$ cat src/rtl/regs_pkg.sv
// Shared register-file types, index helpers and constants.
package regs_pkg;

  typedef logic [4:0]  regind_t;
  typedef logic [31:0] regval_t;

  localparam int unsigned NR_DEFAULT = 32;
  localparam int unsigned FLAGS_W    = 4;
  localparam regval_t     NOP        = 32'h0000_0000;

  function automatic regind_t flags_index(input int unsigned nr);
    return regind_t'(nr - 1);
  endfunction

  function automatic regind_t pc_index(input int unsigned nr);
    return regind_t'(nr - 2);
  endfunction

  // True for indices backed by real storage and busy tracking: not r0, not PC, in range.
  function automatic logic is_tracked(input regind_t idx, input int unsigned nr);
    return (idx != '0) && (idx != pc_index(nr)) && (32'(idx) < nr);
  endfunction

endpackage

$ cat src/rtl/register_file_if.sv
// Register-file access bus: read ports, issue, write-back, flags and branch request.
interface register_file_if #(
  parameter int unsigned NRP = 3,
  parameter int unsigned W   = 32
);

  logic                              hold;
  logic [W-1:0]                      pc;
  regs_pkg::regind_t [NRP-1:0]       read_index;
  logic [NRP-1:0][W-1:0]             read_value;
  logic [NRP-1:0]                    read_busy;
  logic                              issue_valid;
  regs_pkg::regind_t                 issue_register;
  logic                              write_enable;
  regs_pkg::regind_t                 write_register;
  logic [W-1:0]                      write_value;
  logic                              flags_enable;
  logic [regs_pkg::FLAGS_W-1:0]      flags_value;
  logic                              pc_write;
  logic [W-1:0]                      pc_target;

  modport master (
    output hold, pc, read_index, issue_valid, issue_register,
           write_enable, write_register, write_value, flags_enable, flags_value,
    input  read_value, read_busy, pc_write, pc_target
  );

  modport slave (
    input  hold, pc, read_index, issue_valid, issue_register,
           write_enable, write_register, write_value, flags_enable, flags_value,
    output read_value, read_busy, pc_write, pc_target
  );

endinterface

$ cat src/rtl/register_scoreboard.sv
// Busy-bit scoreboard: one pending-producer bit per register, set-over-clear, NRP lookups.
module register_scoreboard
  import regs_pkg::*;
#(
  parameter int unsigned NR  = NR_DEFAULT,
  parameter int unsigned NRP = 3
) (
  input  logic                clock,
  input  logic                reset_n,
  input  logic                i_set_valid,
  input  regind_t             i_set_index,
  input  logic                i_clr_valid,
  input  regind_t             i_clr_index,
  input  regind_t [NRP-1:0]   i_lookup_index,
  output logic    [NRP-1:0]   o_lookup_busy
);

  logic [31:0] r_busy;
  logic [31:0] w_busy_next;

  // Clear is applied first so a same-cycle set on the same register wins.
  always_comb begin
    w_busy_next = r_busy;
    if (i_clr_valid) begin
      w_busy_next[i_clr_index] = 1'b0;
    end
    if (i_set_valid && is_tracked(i_set_index, NR)) begin
      w_busy_next[i_set_index] = 1'b1;
    end
  end

  always_ff @(posedge clock or negedge reset_n) begin
    if (!reset_n) begin
      r_busy <= '0;
    end else begin
      r_busy <= w_busy_next;
    end
  end

  for (genvar gp = 0; gp < NRP; gp++) begin : g_lookup
    assign o_lookup_busy[gp] = is_tracked(i_lookup_index[gp], NR) && r_busy[i_lookup_index[gp]];
  end

endmodule

$ cat src/rtl/register_file.sv
// Register file with r0=0, PC pass-through, Flags register and busy scoreboard.
// Optional same-cycle write-to-read forwarding under REGISTER_FILE_BYPASS_EN.
module register_file
  import regs_pkg::*;
#(
  parameter int unsigned NR  = NR_DEFAULT,
  parameter int unsigned NRP = 3,
  parameter int unsigned W   = 32
) (
  input  logic            clock,
  input  logic            reset_n,
  register_file_if.slave  bus
);

  localparam regind_t FLAGS_IDX = flags_index(NR);
  localparam regind_t PC_IDX    = pc_index(NR);

  logic [W-1:0]   r_regs [32];
  logic           r_pc_write;
  logic [W-1:0]   r_pc_target;

  logic           w_wr_gen;
  logic           w_wr_pc;
  logic [NRP-1:0] w_sb_busy;

  assign w_wr_gen = bus.write_enable && is_tracked(bus.write_register, NR);
  assign w_wr_pc  = bus.write_enable && (bus.write_register == PC_IDX);

  always_ff @(posedge clock or negedge reset_n) begin
    if (!reset_n) begin
      r_regs      <= '{default: '0};
      r_pc_write  <= 1'b0;
      r_pc_target <= '0;
    end else begin
      r_pc_write <= w_wr_pc;
      if (w_wr_pc) begin
        r_pc_target <= bus.write_value;
      end
      if (bus.flags_enable) begin
        r_regs[FLAGS_IDX] <= W'(bus.flags_value);
      end
      // Later assignment wins, giving a general write to Flags priority over flags_enable.
      if (w_wr_gen) begin
        r_regs[bus.write_register] <= bus.write_value;
      end
    end
  end

  register_scoreboard #(
    .NR  (NR),
    .NRP (NRP)
  ) u_scoreboard (
    .clock          (clock),
    .reset_n        (reset_n),
    .i_set_valid    (bus.issue_valid && !bus.hold),
    .i_set_index    (bus.issue_register),
    .i_clr_valid    (bus.write_enable),
    .i_clr_index    (bus.write_register),
    .i_lookup_index (bus.read_index),
    .o_lookup_busy  (w_sb_busy)
  );

  for (genvar gp = 0; gp < NRP; gp++) begin : g_read
    logic [W-1:0] w_value;
    logic         w_busy;

    always_comb begin
      w_value = '0;
      w_busy  = 1'b0;
      if (bus.read_index[gp] == PC_IDX) begin
        w_value = bus.pc;
      end else if (is_tracked(bus.read_index[gp], NR)) begin
        w_value = r_regs[bus.read_index[gp]];
        w_busy  = w_sb_busy[gp];
      end
`ifdef REGISTER_FILE_BYPASS_EN
      if (w_wr_gen && (bus.write_register == bus.read_index[gp])) begin
        w_value = bus.write_value;
        w_busy  = 1'b0;
      end
`endif
    end

    assign bus.read_value[gp] = w_value;
    assign bus.read_busy[gp]  = w_busy;
  end

  assign bus.pc_write  = r_pc_write;
  assign bus.pc_target = r_pc_target;

endmodule

$ cat src/flat_wrapper.sv
// flat-port wrapper written by rule: the top's interface ports become plain ports
module register_file_flat import regs_pkg::*;
#(
  parameter int unsigned NR  = NR_DEFAULT,
  parameter int unsigned NRP = 3,
  parameter int unsigned W   = 32
)
  (clock, reset_n, bus_hold, bus_pc, bus_read_index, bus_issue_valid, bus_issue_register, bus_write_enable, bus_write_register, bus_write_value, bus_flags_enable, bus_flags_value, bus_read_value, bus_read_busy, bus_pc_write, bus_pc_target);
  register_file_if #(.NRP(NRP), .W(W)) bus_i ();
  input  logic clock;
  input  logic reset_n;
  input wire logic [$bits(bus_i.hold)-1:0] bus_hold;
  input wire logic [$bits(bus_i.pc)-1:0] bus_pc;
  input wire logic [$bits(bus_i.read_index)-1:0] bus_read_index;
  input wire logic [$bits(bus_i.issue_valid)-1:0] bus_issue_valid;
  input wire logic [$bits(bus_i.issue_register)-1:0] bus_issue_register;
  input wire logic [$bits(bus_i.write_enable)-1:0] bus_write_enable;
  input wire logic [$bits(bus_i.write_register)-1:0] bus_write_register;
  input wire logic [$bits(bus_i.write_value)-1:0] bus_write_value;
  input wire logic [$bits(bus_i.flags_enable)-1:0] bus_flags_enable;
  input wire logic [$bits(bus_i.flags_value)-1:0] bus_flags_value;
  output wire logic [$bits(bus_i.read_value)-1:0] bus_read_value;
  output wire logic [$bits(bus_i.read_busy)-1:0] bus_read_busy;
  output wire logic [$bits(bus_i.pc_write)-1:0] bus_pc_write;
  output wire logic [$bits(bus_i.pc_target)-1:0] bus_pc_target;
  assign bus_i.hold = bus_hold;
  assign bus_i.pc = bus_pc;
  assign bus_i.read_index = bus_read_index;
  assign bus_i.issue_valid = bus_issue_valid;
  assign bus_i.issue_register = bus_issue_register;
  assign bus_i.write_enable = bus_write_enable;
  assign bus_i.write_register = bus_write_register;
  assign bus_i.write_value = bus_write_value;
  assign bus_i.flags_enable = bus_flags_enable;
  assign bus_i.flags_value = bus_flags_value;
  assign bus_read_value = bus_i.read_value;
  assign bus_read_busy = bus_i.read_busy;
  assign bus_pc_write = bus_i.pc_write;
  assign bus_pc_target = bus_i.pc_target;
  register_file #(.NR(NR), .NRP(NRP), .W(W)) u_core (.clock(clock), .reset_n(reset_n), .bus(bus_i));
endmodule
$ cat config.mk
export PLATFORM = sky130hd
export DESIGN_NAME = register_file_flat
export DESIGN_NICKNAME = d
export VERILOG_FILES = /design/src/rtl/regs_pkg.sv /design/src/rtl/register_file_if.sv /design/src/rtl/register_scoreboard.sv /design/src/rtl/register_file.sv /design/src/flat_wrapper.sv
export SDC_FILE = /design/constraint.sdc
export NUM_CORES = 2
export LEC_CHECK = 0
export ABC_CLOCK_PERIOD_IN_PS = 1620
export BUFFER_PORTS_ARGS = -buffer_cell sky130_fd_sc_hd__buf_4
export CAP_MARGIN = 40
export CORE_MARGIN = 4
export CORE_UTILIZATION = 55
export CTS_CLUSTER_SIZE = 30
export DETAILED_ROUTE_END_ITERATION = 16
export PLACE_DENSITY = 0.75
export SYNTH_ARGS = -nofsm -noshare
export SYNTH_HDL_FRONTEND = slang
export SYNTH_SLANG_ARGS = --single-unit
export TNS_END_PERCENT = 20
$ cat constraint.sdc
create_clock -name clock -period 1.62 [get_ports clock]
set_input_delay 0.081 -clock clock [delete_from_list [all_inputs] [get_ports clock]]
set_output_delay 0.081 -clock clock [all_outputs]
set_load 0.02 [all_outputs]
Word level (Yosys, flattened, before mapping)
Index checks and enable logic that the tools add are counted.
{"block": "word_totals", "latchBits": 0, "mem_bits_ro": 0, "output_inout_bits": 132, "elab_cells": 122, "memories": 0, "mem_bits_rw": 0, "ff_bits": 1089}
{"block": "op_classes", "multipliers": 0, "n_bitwise": 7, "n_shift": 0, "order_cmp": 12, "n_mux": 38, "n_addsub": 0, "reduce_logical": 21, "eq_ne": 9, "div_mod_pow": 0}
{"cell": "bitwise mux 1024 bit", "count": 1}
{"cell": "2-to-1 mux 32 bit", "count": 17}
{"cell": "binary-select mux 32 bit (select 5 bit)", "count": 3}
{"cell": "demux 32 bit (select 5 bit)", "count": 1}
{"cell": "bitwise AND 32 bit", "count": 1}
{"cell": "inverter 32 bit", "count": 1}
{"cell": "OR 32 bit", "count": 1}
{"cell": "< comparator 5 x 6 -> 1 bit (second input constant)", "count": 5}
{"cell": "inequality test 5 bit (second input constant)", "count": 5}
{"cell": "nonzero test 5 bit", "count": 5}
{"cell": ">= comparator 6 bit (second input constant)", "count": 4}
{"cell": "inverter 5 -> 6 bit", "count": 4}
{"cell": "== test 5 bit (second input constant)", "count": 4}
{"cell": "binary-select mux 1 bit (select 5 bit)", "count": 3}
{"cell": "logical AND 1 bit", "count": 15}
{"cell": "2-to-1 mux 1 bit", "count": 11}
{"cell": "demux 1 bit (select 5 bit)", "count": 2}
{"cell": ">= comparator 5 x 1 -> 1 bit (second input constant)", "count": 2}
{"cell": "< comparator 6 x 1 -> 1 bit (second input constant)", "count": 1}
{"cell": "logical NOT 1 bit", "count": 1}

Depth between registers and ports, before layout
{"block": "depth", "word_depth": 9, "depth_mapped": 9}

By module
Synthesis repeated with hierarchy kept, for this count alone.
{"block": "hier_totals", "cells_unflattened": 4908, "area_unflattened_um2": 65587.9}
{"module": "register_file", "seq_area_each_um2": 25699.6, "instances": 1, "area_each_um2": 63261.9, "cells_per_inst": 4682}
{"module": "register_scoreboard", "seq_area_each_um2": 800.8, "instances": 1, "area_each_um2": 2326.0, "cells_per_inst": 226}

Worst setup path before layout
No wires, ideal clock.
{"block": "synth_path", "kind": "input to output", "from": "in bus_read_index[6]", "to": "out bus_read_value[62]", "path_slack_ns": -0.415, "t_required_ns": 1.539, "n_path_buf": 5, "t_arrival_ns": 1.954, "stages": 8, "path_cell_list": "buf_2 > buf_6 > buf_6 > buf_2 > buf_2 > nor3b_1 > a211oi_1 > o41ai_1"}
{"block": "synth_between", "elab_chain_cells": 6}
{"item": "start: declaration", "line": "flat_wrapper.sv:14", "rtl": "input wire logic [$bits(bus_i.read_index)-1:0] bus_read_index;"}
{"item": "inverter 5 -> 6 bit (not written as such)", "line": "register_file.sv:73", "rtl": "w_value = r_regs[bus.read_index[gp]];"}
{"item": "binary-select mux 32 bit (select 5 bit)", "line": "register_file.sv:73"}
{"item": "2-to-1 mux 32 bit (not written as such) (2 in a row)", "line": "register_file.sv:73"}
{"item": "2-to-1 mux 32 bit", "line": "register_file.sv:72", "rtl": "end else if (is_tracked(bus.read_index[gp], NR)) begin"}
{"item": "2-to-1 mux 32 bit *", "line": "register_file.sv:70", "rtl": "if (bus.read_index[gp] == PC_IDX) begin"}
{"item": "end: declaration", "line": "flat_wrapper.sv:22", "rtl": "output wire logic [$bits(bus_i.read_value)-1:0] bus_read_value;"}
Every way passes the cells marked *; elsewhere a longest branch is shown, timed or not. The select of a mux whose other input is x is not followed.

Final worst setup path
{"block": "layout_path", "from": "reg u_core.r_regs[27] in the netlist's numbering", "to": "out bus_read_value[91]"}
{"block": "layout_between", "elab_chain_cells": 5}
{"item": "start: declaration", "line": "register_file.sv:18", "rtl": "logic [W-1:0] r_regs [32];"}
{"item": "start signal: indexed assignment", "line": "register_file.sv:40", "rtl": "r_regs[FLAGS_IDX] <= W'(bus.flags_value);"}
{"item": "start signal: indexed assignment", "line": "register_file.sv:44", "rtl": "r_regs[bus.write_register] <= bus.write_value;"}
{"item": "binary-select mux 32 bit (select 5 bit)", "line": "register_file.sv:73"}
{"item": "2-to-1 mux 32 bit (not written as such) (2 in a row)", "line": "register_file.sv:73"}
{"item": "2-to-1 mux 32 bit", "line": "register_file.sv:72"}
{"item": "2-to-1 mux 32 bit", "line": "register_file.sv:70"}
No other way between the ends. The select of a mux whose other input is x is not followed.

==> results.env <==
SETUP.REG_TO_REG.WORST_SLACK_NS=0.04
GRT_MAX_DEGREE=114
LAYOUT.CELL_AREA.NON_FILLER_MM2=0.0818
YOSYSUNIQUECELLTYPES=47
YS_TOP_CELLS_BY_COUNT='mux2_2, dfrtp_1, mux4_2, clkbuf_1, nand2_1'
CLK_TRANSITION_REPORTED_PATHS_NS=0.06
ANT_NETS=0
SYNTH_COMPOUND_AREA_FRAC=0.0197
CLOCK_TREE.ROOT_CELL='clkbuf_16'
SYNTHESIS.AREA_MM2=0.0667
STD_CELL_ROWS=127
PLACE_AREA_MM2=0.0755
SEQ_AREA_MM2=0.0273
SYN2LAYOUT_AREA_GROWTH_PCT=22.6
RR_ENDPOINT='u_core.r_regs[1]$_DFF_PN0_'
REG2REGPATHDEPTH=5
CRIT_TYPE='register to output pin'
POWER_W=0.0922
NUMBER_OF_BUFFERS_ADDED_ON_PORTS=230
FIN_SKEW_NS=0
CP.REQUIRED_NS=1.54
CRIT_FANOUT=4
SYNTH-EDFF-COUNT=0
FRACTION_OF_LAYOUT_INSTANCES_USING_A_DRIVE_STRENGTH_ABOVE_1=0.667
VIAS=47700
OUTCOME='finished with violations'
FAILING_CHECKS='setup timing'
TIMING.FINAL.MAX_SLEW_VIOLATIONS=0
MAX_CAP_VIOLATIONS=0
GRT-OVFL-TOTAL=0
DETAIL_ROUTE.WL_PER_CELL_UM=34.0
FINAL-HOLD-VIOLATION-COUNT=0
SYNTH.FF_LATCH_COUNT=1089
POSTSYNTHNETCOUNT=4481
MAIN_COMBINATIONAL_CELL_FAMILY_BY_AREA_AFTER_SYNTHESIS='multiplexers'
TIMING.SLEW.HEADROOM=0.539
FP.DIEAREA_MM2=0.127
HP-CLASS='input port to register'
INITIAL_CORE_UTIL=0.555
POST_SYNTH_AND_OR_NAND_NOR_AREA_FRACTION=0.0325
CRIT-REG2REG-LAUNCH='u_core.r_regs[1]$_DFF_PN0_'
FILL_CELLS=7961
TIMING_WORST_SLEW_PIN_VALUE_NS=0.692
TRACK_USAGE=0.358
ENDPOINT_KIND='output pin'
YOSYS.AREA_SHARE.ADDER=0
GRT_SETUP_UNREPAIRED='yes'
SYNTH.AVG_CELL_AREA_UM2=15.2
START_KIND='register'
WORST_SKEW_PAIR.LATE_LATENCY_NS=0.73
ROUTED_VIA_DENSITY=7.17
FP.DIEW_UM=356
FINAL_CORE_UTILIZATION=0.681
NUM_IO_PINS=231
YOSYS_SYNTHESIS_WARNING_COUNT=0
POWER.DENSITY_mW_PER_MM2=1130
GRT_ANTENNA_BEFORE_REPAIR=7
POST_SYNTH_XOR_AREA_FRACTION=0
FIN_WS_NS=-1.16
COREAREA_MM2=0.120
CTS_HTREE_LEVELS=3
PERIOD_UTILIZATION_POST_ROUTE=1.72
NUMBER_OF_GLOBAL_ROUTE_VIAS_BEFORE_REPAIR=49500
POSTSYNTHCELLCOUNT=4382
GRT_PASS1_WL_UM=336000
CTS.SINKS=1089
MULTIINPUTGATEAREA_MM2=0.0383
FINAL.SETUP.TNS_NS=-96.38
SYNTHDOMINANTCELLAREASHARE=0.409
TRITONCTS='yes'
DRT_ITER0_DRC=5683
VDD_DROP_MAX_uV=1050
SYNTH_TOP_CELLS_BY_AREA='dfrtp_1, mux4_2, mux2_2'
ASYNCSETRESETFLOPFRACSYNTH=1.00
CRIT_START='u_core.r_regs[27]$_DFF_PN0_'
NETLIST.TOP_CELL.BY_AREA='dfrtp_1'
DESIGN.FINAL.NETS=5030
REPORT.FINAL.SETUP_VIOL=104
LAYOUT.CELLS.NON_FILLER=6648
SYNTH_MOST_COMMON_CELL='mux2_2'
FP.DIEH_UM=356
FMAX_GHz=0.359
FINALWEIGHTEDCONGESTION=0.920
WORST_SETUP_PATH_ENDPOINT='bus_read_value[91]'
CRITICAL_PATH_ARRIVAL_NS=2.70
POST-DP-HPWL_UM=150000
TRITONCTS.NUM_BUFFERS=118
DETAILEDROUTE.FIRSTPASSITERATIONCOUNT=6
SYNTH_SEQ_AREA_SHARE=0.409
REMAINING_DESIGN_RULE_VIOLATION_COUNT=0
PLACED_CELLS_INCL_TAPS=6318
DRT-TOTAL-WL_UM=226000
CLK_PATH_BUF_DEPTH=3
SYNTH_MUX_AREA_FRAC=0.501
FINAL_CRITICAL_PATH_TIME_INCLUDING_I_O_DELAYS_AND_SETUP_NS=2.78
POWER_LEAKAGE_nW=35.4
YOSYS_MOST_USED_DFF='dfrtp_1'
==> sequential cells by signal, indices dropped and copies added (netlist names) <==
signal,count
u_core.u_scoreboard.r_busy,32
u_core.bus.pc_write,1
u_core.bus.pc_target,32
u_core.r_regs,1024
==> worst max-delay path, stage by stage (launching register included) <==
cell and delay, ns:
dfrtp_1 0.43, mux4_2 0.48, mux2_4 0.28, a22oi_2 0.20, buf_4 0.16, o211ai_1 0.20
buf_4 0.24
==> metrics by stage <==
step                hold WS [ns]  setup WS [ns]
floorplan                 -0.215         -0.102
global placement        -0.00923         -0.666
detailed placement      -0.00861         -0.679
finish                    0.0273          -1.16
CTS                      0.00434          -1.13
global route              0.0428          -1.18
==> per-layer routing <==
layer | global-route usage | part of all wire
met1 | 0.479 | 0.36
met5 | 0 | 0.00023
met4 | 0.184 | 0.065
met2 | 0.538 | 0.45
met3 | 0.105 | 0.12
==> worst min path at each step <==
| stage | from | endpoint | slack, ns | cells past startpoint |
|---|---|---|---|---|
| 5_1_grt | bus_hold | u_core.u_scoreboard.r_busy[5]$_DFF_PN0_ | 0.04 | 6 |
| 2_1_floorplan | reset_n | u_core.bus.pc_target[0]$_DFFE_PN0P_ | -0.21 | 0 |
| 3_3_place_gp | reset_n | u_core.r_regs[893]$_DFFE_PN0P_ | -0.009 | 1 |
| 3_5_place_dp | reset_n | u_core.r_regs[893]$_DFFE_PN0P_ | -0.009 | 1 |
| 4_1_cts | bus_issue_valid | u_core.u_scoreboard.r_busy[1]$_DFF_PN0_ | 0.004 | 5 |
| 6_report | bus_hold | u_core.u_scoreboard.r_busy[5]$_DFF_PN0_ | 0.03 | 6 |
==> kinds of logic (layout without fill, tap and decap cells) <==
logic type,Yosys count,after routing
muxes,2119,2119
DFF,1089,1089
buffers and inverters,546,1197
and+or+nand+nor,444,444
AOI/OAI and AO/OA,184,184
other,0,3
==> report_power, final <==
group | internal (W) | switching (W)
clock | 0.0174 | 0.0119
sequential | 0.0321 | 0.00491
combinational | 0.0157 | 0.0102
total | 0.0652 | 0.0269
==> layout by cell type (no fill, tap or decap), drive strengths merged, types with 7 or more instances in the layout <==
master       synthesis  final
a22oi               94     94
buf                263    905
bufinv               0     17
clkbuf             278    160
clkinv               0     33
clkinvlp             0      7
dfrtp             1089   1089
dlygate4sd3          0     63
inv                  5     10
mux2              1185   1185
mux2i               80     80
mux4               854    854
nand2              212    212
nand2b              67     67
nand3               70     70
nand3b              35     35
nor2                22     22
nor2b                8      8
nor3                 7      7
nor3b               11     11
o211ai              32     32
o21ai               32     32
==> what timing repair did <==
item	CTS	global route
resized for setup	179	54
pin swaps	70	36
hold buffers	65	3
endpoints found under the setup margin	100	384
endpoints found under the hold margin	2113	7
setup buffers	14	25
==> area by class of cell <==
cell class                 count  area share
inverter                       5    0.000229
antenna                        3   0.0000918
clock buffer                 160      0.0416
multi-input combinational   2747       0.469
sequential                  1089       0.333
tap                         1612      0.0247
timing repair buffer         970       0.121
clock inverter                62     0.00970
No activity file was read; power rests on OpenSTA's default activity.
